[src/rtl/sync_fifo_param.sv]
// Parametrised single-clock FIFO with thresholds, occupancy count and error pulses.
// Latency: standard mode data_out valid 1 cycle after the accepting read edge; FWFT shows head word 1 cycle after the write into empty.
// Backpressure: writes are dropped while full (overflow pulse), reads dropped while empty (underflow pulse); no stall propagated.
//
// Ports:
//   clk, rst          rising-edge clock, asynchronous active-low reset
//   write_en, data_in write request and write data
//   read_en           read request (pop/acknowledge in FWFT mode)
//   data_out          read data (registered in standard mode, head-of-queue in FWFT mode)
//   full, empty       occupancy == DEPTH / occupancy == 0
//   almost_full       occupancy >= AF_LEVEL
//   almost_empty      occupancy <= AE_LEVEL
//   count             occupancy 0..DEPTH
//   overflow          one-cycle pulse after a write was rejected
//   underflow         one-cycle pulse after a read was rejected

module sync_fifo_param #(
    parameter int WIDTH     = 8,
    parameter int PTR_WIDTH = 6,
    parameter int AF_LEVEL  = (1 << PTR_WIDTH) - 4,
    parameter int AE_LEVEL  = 4,
    parameter bit FWFT      = 1'b0
) (
    input  logic                 clk,
    input  logic                 rst,
    input  logic                 write_en,
    input  logic                 read_en,
    input  logic [WIDTH-1:0]     data_in,
    output logic [WIDTH-1:0]     data_out,
    output logic                 full,
    output logic                 empty,
    output logic                 almost_full,
    output logic                 almost_empty,
    output logic [PTR_WIDTH:0]   count,
    output logic                 overflow,
    output logic                 underflow
);

    localparam int DEPTH = 1 << PTR_WIDTH;

    typedef logic [PTR_WIDTH-1:0] ptr_t;
    typedef logic [PTR_WIDTH:0]   cnt_t;

    localparam cnt_t CNT_FULL = cnt_t'(DEPTH);
    localparam cnt_t AF_CNT   = cnt_t'(AF_LEVEL);
    localparam cnt_t AE_CNT   = cnt_t'(AE_LEVEL);

    // Storage is deliberately left out of reset; the pointers and count
    // define which entries are meaningful.
    logic [WIDTH-1:0] mem [DEPTH];

    ptr_t write_ptr;
    ptr_t read_ptr;
    cnt_t count_q;
    logic wr_ok;
    logic rd_ok;

    // Acceptance uses the registered flags only, so there is no
    // combinational path from the requests to any flag output.
    assign wr_ok = write_en & ~full;
    assign rd_ok = read_en  & ~empty;

    assign full         = (count_q == CNT_FULL);
    assign empty        = (count_q == '0);
    assign almost_full  = (count_q >= AF_CNT);
    assign almost_empty = (count_q <= AE_CNT);
    assign count        = count_q;

    // Pointers wrap naturally at PTR_WIDTH bits.
    always_ff @(posedge clk or negedge rst) begin
        if (!rst) begin
            write_ptr <= '0;
            read_ptr  <= '0;
        end else begin
            if (wr_ok) begin
                write_ptr <= write_ptr + ptr_t'(1);
            end
            if (rd_ok) begin
                read_ptr <= read_ptr + ptr_t'(1);
            end
        end
    end

    // Acceptance is already gated by full/empty, so count stays in 0..DEPTH.
    always_ff @(posedge clk or negedge rst) begin
        if (!rst) begin
            count_q <= '0;
        end else begin
            case ({wr_ok, rd_ok})
                2'b10:   count_q <= count_q + cnt_t'(1);
                2'b01:   count_q <= count_q - cnt_t'(1);
                default: count_q <= count_q;
            endcase
        end
    end

    // One pulse per rejected request, reported the cycle after the edge.
    always_ff @(posedge clk or negedge rst) begin
        if (!rst) begin
            overflow  <= 1'b0;
            underflow <= 1'b0;
        end else begin
            overflow  <= write_en & full;
            underflow <= read_en & empty;
        end
    end

    always_ff @(posedge clk) begin
        if (wr_ok) begin
            mem[write_ptr] <= data_in;
        end
    end

    generate
        if (FWFT) begin : g_fwft
            // Head of queue is shown directly; a write into an empty FIFO
            // becomes visible together with empty falling, one cycle later.
            assign data_out = empty ? '0 : mem[read_ptr];
        end else begin : g_std
            logic [WIDTH-1:0] dout_q;

            always_ff @(posedge clk or negedge rst) begin
                if (!rst) begin
                    dout_q <= '0;
                end else if (rd_ok) begin
                    dout_q <= mem[read_ptr];
                end
            end

            assign data_out = dout_q;
        end
    endgenerate

endmodule

[config.mk]
export PLATFORM = sky130hd
export DESIGN_NAME = sync_fifo_param
export DESIGN_NICKNAME = d
export VERILOG_FILES = /design/src/rtl/sync_fifo_param.sv
export SDC_FILE = /design/constraint.sdc
export NUM_CORES = 1
export LEC_CHECK = 0
export BUFFER_PORTS_ARGS = -buffer_cell sky130_fd_sc_hd__buf_4
export CAP_MARGIN = 20
export CELL_PAD_IN_SITES_DETAIL_PLACEMENT = 1
export CELL_PAD_IN_SITES_GLOBAL_PLACEMENT = 1
export CORE_MARGIN = 1
export CORE_UTILIZATION = 61
export CTS_BUF_LIST = sky130_fd_sc_hd__clkbuf_4
export DETAILED_ROUTE_END_ITERATION = 7
export PLACE_DENSITY_LB_ADDON = 0.1
export RECOVER_POWER = 100
export SYNTH_ARGS = -nofsm -noshare
export SYNTH_HDL_FRONTEND = slang
export SYNTH_SLANG_ARGS = --single-unit
export TNS_END_PERCENT = 10
[constraint.sdc]
create_clock -name clk -period 4.5 [get_ports clk]
set_input_delay 0.225 -clock clk [delete_from_list [all_inputs] [get_ports clk]]
set_output_delay 0.225 -clock clk [all_outputs]
set_load 0.02 [all_outputs]
==> results of run 1 <==
==> power by group <==
group | total [W] | switching, W | internal (W)
sequential | 0.00630 | 0.000487 | 0.00581
combinational | 0.00401 | 0.00234 | 0.00168
clock | 0.00425 | 0.00196 | 0.00229
total | 0.0146 | 0.00478 | 0.00978
==> cells by family (layout without fill, tap and decap cells) <==
kind of cell	after synthesis	after routing
flops	541	541
mux	187	187
simple gates	163	163
compound gates	113	113
buf+inv	75	313
xor+xnor	14	14
fa+ha+maj	9	9
other cells	0	1
==> worst min path at each step <==
stage | cells past startpoint | endpoint | slack, ns
final | 3 | underflow$_DFF_PN0_ | 0.20
after floorplan | 0 | count[0]$_DFFE_PN0P_ | -0.07
after global placement | 1 | count[3]$_DFFE_PN0P_ | 0.19
after detailed placement | 1 | count[3]$_DFFE_PN0P_ | 0.19
after CTS | 1 | mem[6][0]$_DFFE_PP_ | 0.006
after global routing | 3 | underflow$_DFF_PN0_ | 0.16
==> through the flow <==
stage / util (%) / setup WS (ns) / hold WS, ns / instances
6_report: 68.8 / 0.645 / 0.195 / 1796
3_3_place_gp: 63.7 / 1.18 / 0.191 / 1540
2_1_floorplan: - / 1.45 / -0.0706 / 1102
3_5_place_dp: 63.7 / 1.12 / 0.193 / 1540
5_1_grt: 68.8 / 0.492 / 0.164 / 1796
4_1_cts: 69.2 / 1.08 / 0.00566 / 1794
==> final cells by class <==
class / instances / area [µm²]
Sequential cell: 541 / 16100
Fill cell: 2828 / 10800
Multi-Input combinational cell: 486 / 4930
Clock buffer: 203 / 1520
Tap cell: 455 / 569
Timing Repair Buffer: 61 / 399
Clock inverter: 39 / 256
Inverter: 10 / 37.5
Antenna cell: 1 / 2.50
==> Yosys cell counts, types with 5 or more instances <==
| library cell | instances |
|---|---|
| a211oi_1 | 15 |
| a22oi_1 | 11 |
| nor3_1 | 9 |
| buf_2 | 25 |
| nand2_1 | 29 |
| o22ai_1 | 15 |
| xnor2_1 | 11 |
| buf_4 | 6 |
| o21ai_0 | 9 |
| buf_6 | 10 |
| a2111oi_2 | 5 |
| mux4_2 | 95 |
| inv_1 | 9 |
| o221ai_1 | 8 |
| a21oi_1 | 21 |
| a221o_1 | 8 |
| nor2_1 | 86 |
| mux2i_1 | 74 |
| clkbuf_1 | 18 |
| dfrtp_1 | 29 |
| nor2b_1 | 5 |
| edfxtp_1 | 512 |
| nand3_1 | 12 |
| buf_1 | 5 |
| ha_1 | 8 |
| mux2_2 | 11 |
==> worst max-delay path, delay by kind of cell, from the launching register on <==
kind	cells	cell delay [ns]
compound gates	5	1.41
simple gates	1	0.76
flops	1	0.99
buf+inv	1	0.58
==> metal layers <==
| metal | up-vias | share of wire, % | global-route usage [%] |
|---|---|---|---|
| li1 | 4821 | - | - |
| met1 | 5939 | 40 | 40.8 |
| met2 | 512 | 50 | 47.5 |
| met3 | 99 | 7.8 | 7.49 |
| met4 | 0 | 2.2 | 10.2 |
| met5 | - | 0 | 0 |
==> state kept, by name (all words and copies together) (netlist names) <==
register / cells
underflow: 1
overflow: 1
read_ptr: 6
count: 7
data_out: 8
mem: 512
write_ptr: 6
==> timing repair <==
action,4_1_cts,5_1_grt
hold buffers,12,1
resized for setup,0,0
endpoints found under the hold margin,306,5
==> results.md, run 1 <==
- Outcome: finished, violations left
- Failing checks: max-capacitance violations, max-slew violations
- Dominant cell type by area after synthesis: edfxtp_1
- Max Freq: 0.259 GHz
- Port bufs: 32
- Most frequent cells in the layout: 512 x edfxtp_1, 203 x clkbuf_4, 95 x mux4_2, 86 x nor2_1, 74 x mux2i_1
- Leakage: 7.93 nW
- Cells along the critical path: nand3b_1, clkbuf_1, o22ai_1, a211oi_1, o21ai_0, a21boi_1, a221o_1
- Post-synthesis compound-gate area fraction: 3.98%
- Yosys reg bits: 541
- Die Footprint: 36000 µm²
- Initial DRC count: 942
- Post-synth EDFFs: 512
- Share of post-route cells with drive strength above 1: 26.2%
- Setup repair after global routing missed its margin: no
- Final instance area: 23800 µm²
- Last element of the critical path: data_out[4]$_DFFE_PN0P_
- Worst setup SP type: flop
- Worst-margin pin slew: 3.45 ns
- Fin. max-slew vios: 581
- Global Route Usage Sum: 29.9%
- R2r setup slk: 0.65 ns
- Post-synthesis adder-cell area fraction: 0.559%
- Combinational family with the most area after synthesis: multiplexers
- Clock Pin Slew Worst Setup and Hold Paths: 0.07 ns
- Hold Crit Start: read_en
- Drt via density: 6.33
- Sequential fraction of the synthesis area: 75.0%
- Vias in the first global route: 12.2k
- Routed WL per cell: 28.6 µm
- Power consumption: 0.0146 W
- CP max-delay cell: dfrtp_1
- HPWL Detailed: 30300 µm
- Worst hold path class: in -> reg
- Root Buffer: clkbuf_4
- Hold Violations, Final: 0
- Synth Flop Type: edfxtp_1
- Reg2Reg Launch Point: read_ptr[2]$_DFFE_PN0P_
- Post-route clock skew: 0.0545 ns
- Critical path arrival: 4.55 ns
- Post-Synth Simple-Gate Area: 3.36%
- Core area: 34600 µm²
- CP Class: reg -> reg
- Crit path launch: read_ptr[2]$_DFFE_PN0P_
- Cell area after synthesis: 21500 µm²
- Critical Path RT: 5.20 ns
- Worst reg2reg endpoint: data_out[4]$_DFFE_PN0P_
- Via Count: 11.4k
- Residual DRC: 0
- Largest net degree at the start of global routing: 65
- Maximum vdd drop: 0.308 mV
- Post-synthesis mux area share: 14.6%
- TritonCTS clock tree: done
- Commonest non-fill, non-tap cell in the layout: edfxtp_1
- Mapped Nets: 1123
- Netlist cell types: 53
- RD Place Congestion: 0.810
- H-tree levels: 4
- Num Clock Sinks: 541
- Synth top area cells: edfxtp_1 72%, mux4_2 10%, mux2i_1 3.4%, dfrtp_1 3.4%, nor2_1 1.5%
- Crit Path Max Fanout: 30
- Area Growth Syn to Fin: 11.0%
- ANT nets after route: 0
- Setup_tns: 0 ns
- Clk_lat worst skew: 0.84 ns
- Yosys warning count: 0
- Post-CTS Setup Inserts: 0
- Period utilization: 85.7%
- Synth top area share: 71.6%
- Ports: 33
- First-pass GRT wire length: 76100 µm
- Initial Util: 62.0%
- PwrDens: 611 nW/µm²
- Post-route minimum period: 3.85 ns
- Max-cap viol count: 10
- Rows: 68
- Post-DP Area: 22100 µm²
- CTS buffer count: 136
- DIE HEIGHT: 190 µm
- Setup violators final: 0
- Worst path max stage delay: 0.99 ns
- Xor-xnor portion of the synthesized cell area: 0.571%
- Clk buf depth: 3
- Mean cell area of the mapped netlist: 19.5 µm²
- Syn Inst Count: 1102
- Grt ovf: 0
- Nets: 1257
- Ys async rst share: 5.36%
- Total Routed Length: 51400 µm
- Reg2Reg Depth: 7
- Chip width: 190 µm
- Slew headroom: -130%
- Initial antenna violation count: 1
- Critical Path End Type: flop
- DRT Pass-1 Iters: 5
Note: power is estimated with default switching activity, not from simulation.
==> inputs of run 2 (changes only) <==
--- a/config.mk
+++ b/config.mk
@@ -10,9 +10,11 @@
 export CELL_PAD_IN_SITES_DETAIL_PLACEMENT = 1
 export CELL_PAD_IN_SITES_GLOBAL_PLACEMENT = 1
 export CORE_MARGIN = 1
-export CORE_UTILIZATION = 61
+export CORE_UTILIZATION = 52
 export CTS_BUF_LIST = sky130_fd_sc_hd__clkbuf_4
 export DETAILED_ROUTE_END_ITERATION = 7
+export GPL_ROUTABILITY_DRIVEN = 0
+export MAX_ROUTING_LAYER = met4
 export PLACE_DENSITY_LB_ADDON = 0.1
 export RECOVER_POWER = 100
 export SYNTH_ARGS = -nofsm -noshare
==> constraint.sdc (replaced) <==
create_clock -name clk -period 3.4 [get_ports clk]
set_input_delay 0.17 -clock clk [delete_from_list [all_inputs] [get_ports clk]]
set_output_delay 0.17 -clock clk [all_outputs]
set_load 0.02 [all_outputs]
==> results.md, run 2 (synthesis results as in run 1) <==
- Outcome: finished, violations left
- Failing checks: max-capacitance violations, max-slew violations
- Routed WL per cell: 26.2 µm (-8.4%)
- Total Routed Length: 51000 µm (-0.78%)
- Max reg flops: 512 (unchanged)
- Dpl cells: 1674 (+8.7%)
- Psw: 0.00630 W (+32%)
- Crit path launch: count[2]$_DFFE_PN0P_
- Vias in the first global route: 12.2k (-0.0082%)
- Leakage: 8.19 nW (+3.3%)
- Num Clock Sinks: 541 (unchanged)
- Share of post-route cells with drive strength above 1: 27.8% (+1.6 points)
- Hold WS: 0.0899 ns (-0.105 ns)
- First-pass GRT wire length: 76200 µm (+0.24%)
- Port bufs: 32 (unchanged)
- Initial Util: 52.7% (-9.3 points)
- Via Count: 11.3k (-0.42%)
- Core area: 40700 µm² (+18%)
- Area Growth Syn to Fin: 13.8%
- Setup repair after global routing missed its margin: no
- Hold Violations, Final: 0 (unchanged)
- Critical path arrival: 3.93 ns (-0.62 ns)
- Ports: 33 (unchanged)
- Global Route Usage Sum: 26.2% (-3.7 points)
- Max-cap viol count: 9 (-1)
- Commonest non-fill, non-tap cell in the layout: edfxtp_1
- Worst path buffer plus inverter count: 1 (unchanged)
- Clk_lat worst skew: 0.87 ns (+0.03 ns)
- Worst-margin pin slew: 3.17 ns (-0.279 ns)
- Power Internal: 0.0135 W (+38%)
- Non-Filler Instances: 1946 (+8.4%)
- HPWL Detailed: 30700 µm (+1.4%)
- Setup ws final: 0.250 ns (-0.396 ns)
- Hold Crit Start: write_en
- Grt ovf: 0 (unchanged)
- TritonCTS clock tree: done
- Worst hold path class: in -> reg
- Setup_tns: 0 ns (unchanged)
- Drt via density: 5.82 (-8.1%)
- CTS buffer count: 142 (+4.4%)
- Pre-CTS setup slack: 0.116 ns (-1.01 ns)
- Clock Pin Slew Worst Setup and Hold Paths: 0.06 ns (about the same)
- Top reg by flops: mem
- Reg2Reg Depth: 12 (+5)
- Reg2Reg Launch Point: count[2]$_DFFE_PN0P_
- Cells along the critical path: nor3_1, nand3_1, and2_0, inv_1, ha_1, ha_1, nor2b_1, o21ai_1, a21boi_1, or4_1, nand3_1, xor2_1
- Largest net degree at the start of global routing: 65 (unchanged)
- Period utilization: 92.7% (+7.0 points)
- DIE HEIGHT: 205 µm (+8.2%)
- ANT nets after route: 0 (unchanged)
- Sw Share: 31.8% (-1.0 points)
- CP max-delay cell: or4_1
- Initial DRC count: 783 (-17%)
- Crit Path Max Fanout: 7 (-77%)
- Rows: 74 (+8.8%)
- Worst setup SP type: flop
- H-tree levels: 4 (unchanged)
- Nets: 1320 (+5.0%)
- Max Freq: 0.317 GHz (+22%)
- PwrDens: 811 nW/µm² (+33%)
- Root Buffer: clkbuf_4
- Maximum vdd drop: 0.374 mV (+22%)
- DRT Pass-1 Iters: 5 (unchanged)
- CP Depth: 12 (+5)
- Slew headroom: -112% (+19 points)
- Sequential Power Share: 41.5% (-1.7 points)
- Chip width: 205 µm (+8.2%)
- Die Footprint: 42100 µm² (+17%)
- Critical Path End Type: flop
- Clk buf depth: 3 (unchanged)
- Critical Path RT: 4.18 ns (-1.02 ns)
- Top cell family by delay on the critical path: simple AND/OR/NAND/NOR gates
- Comb pwr share: 27.7% (about the same)
- Post-route clock skew: 0.0433 ns (-0.0112 ns)
- Fin. max-slew vios: 550 (-5.3%)
- Initial antenna violation count: 2 (+1)
- Worst path max stage delay: 0.49 ns (-0.50 ns)
- Clk pwr share: 30.8% (+1.6 points)
- Setup violators final: 0 (unchanged)
- Most frequent cells in the layout: 512 x edfxtp_1, 224 x clkbuf_4, 95 x mux4_2, 86 x nor2_1, 74 x mux2i_1
- Post-route minimum period: 3.15 ns (-0.704 ns)
- CP Class: reg -> reg
- Hold path cells: 3 (unchanged)
- Residual DRC: 0 (unchanged)
==> run 2: cell types whose count changed in the layout (fill, tap and decap cells not counted), sizes merged <==
cell | before | now
clkbuf | 237 | 296
buf | 15 | 31
clkinv | 30 | 24
bufinv | 4 | 7
inv | 15 | 16
==> run 2: routing by layer <==
metal | vias to the layer above | wire length [µm] | global-route usage [%]
li1 | 4949 | - | -
met1 | 5981 | 22400 | 35.9
met2 | 326 | 24900 | 40.0
met4 | 0 | 858 | 8.68
met3 | 67 | 2800 | 4.85
met5 | - | 0 | -
==> run 2: what timing repair did <==
action,in CTS,in global routing
resized for setup,0,2
setup buffers,0,0
hold buffers,13,0
hold endpoints to repair,560,0
setup endpoints to repair,0,1
==> run 2: cell type report <==
| class | count | area (µm²) |
|---|---|---|
| Fill cell | 3700 | 16300 |
| Sequential cell | 541 | 16100 |
| Multi-Input combinational cell | 486 | 4940 |
| Clock buffer | 221 | 1660 |
| Timing Repair Buffer | 118 | 698 |
| Tap cell | 532 | 666 |
| Clock inverter | 37 | 327 |
| Inverter | 10 | 37.5 |
| Antenna cell | 1 | 2.50 |
==> run 2: power groups by stage <==
| stage | Combinational (W) | Clock, W | Sequential, W |
|---|---|---|---|
| global route | 0.00587 | 0.00656 | 0.00828 |
| detailed placement | 0.00567 | 0 | 0.00836 |
| global placement | 0.00559 | 0 | 0.00833 |
| finish | 0.00550 | 0.00610 | 0.00823 |
| CTS | 0.00571 | 0.00625 | 0.00821 |
| floorplan | 0.00401 | 0 | 0.00805 |
==> run 2: worst paths after layout <==
| path | to | slack (ns) |
|---|---|---|
| max | count[6]$_DFFE_PN0P_ | 0.25 |
| min | overflow$_DFF_PN0_ | 0.09 |
| max reg2reg | count[6]$_DFFE_PN0P_ | 0.25 |
| min reg2reg | read_ptr[5]$_DFFE_PN0P_ | 0.50 |
| max in group asynchronous | read_ptr[0]$_DFFE_PN0P_ | 0.90 |
| min in group asynchronous | count[1]$_DFFE_PN0P_ | 1.07 |
==> run 2: worst min-delay path, stage by stage <==
cell,delay [ns]
dlygate4sd3_1,0.52
buf_4,0.10
and2_0,0.11
==> run 2: stage by stage <==
| step | util, % | area [µm²] | power (W) |
|---|---|---|---|
| 2_1_floorplan | - | 21500 | 0.0121 |
| 3_3_place_gp | 55.5 | 22600 | 0.0139 |
| 3_5_place_dp | 55.5 | 22600 | 0.0140 |
| 4_1_cts | 60.7 | 24700 | 0.0202 |
| 5_1_grt | 60.0 | 24400 | 0.0207 |
| 6_report | 60.0 | 24400 | 0.0198 |
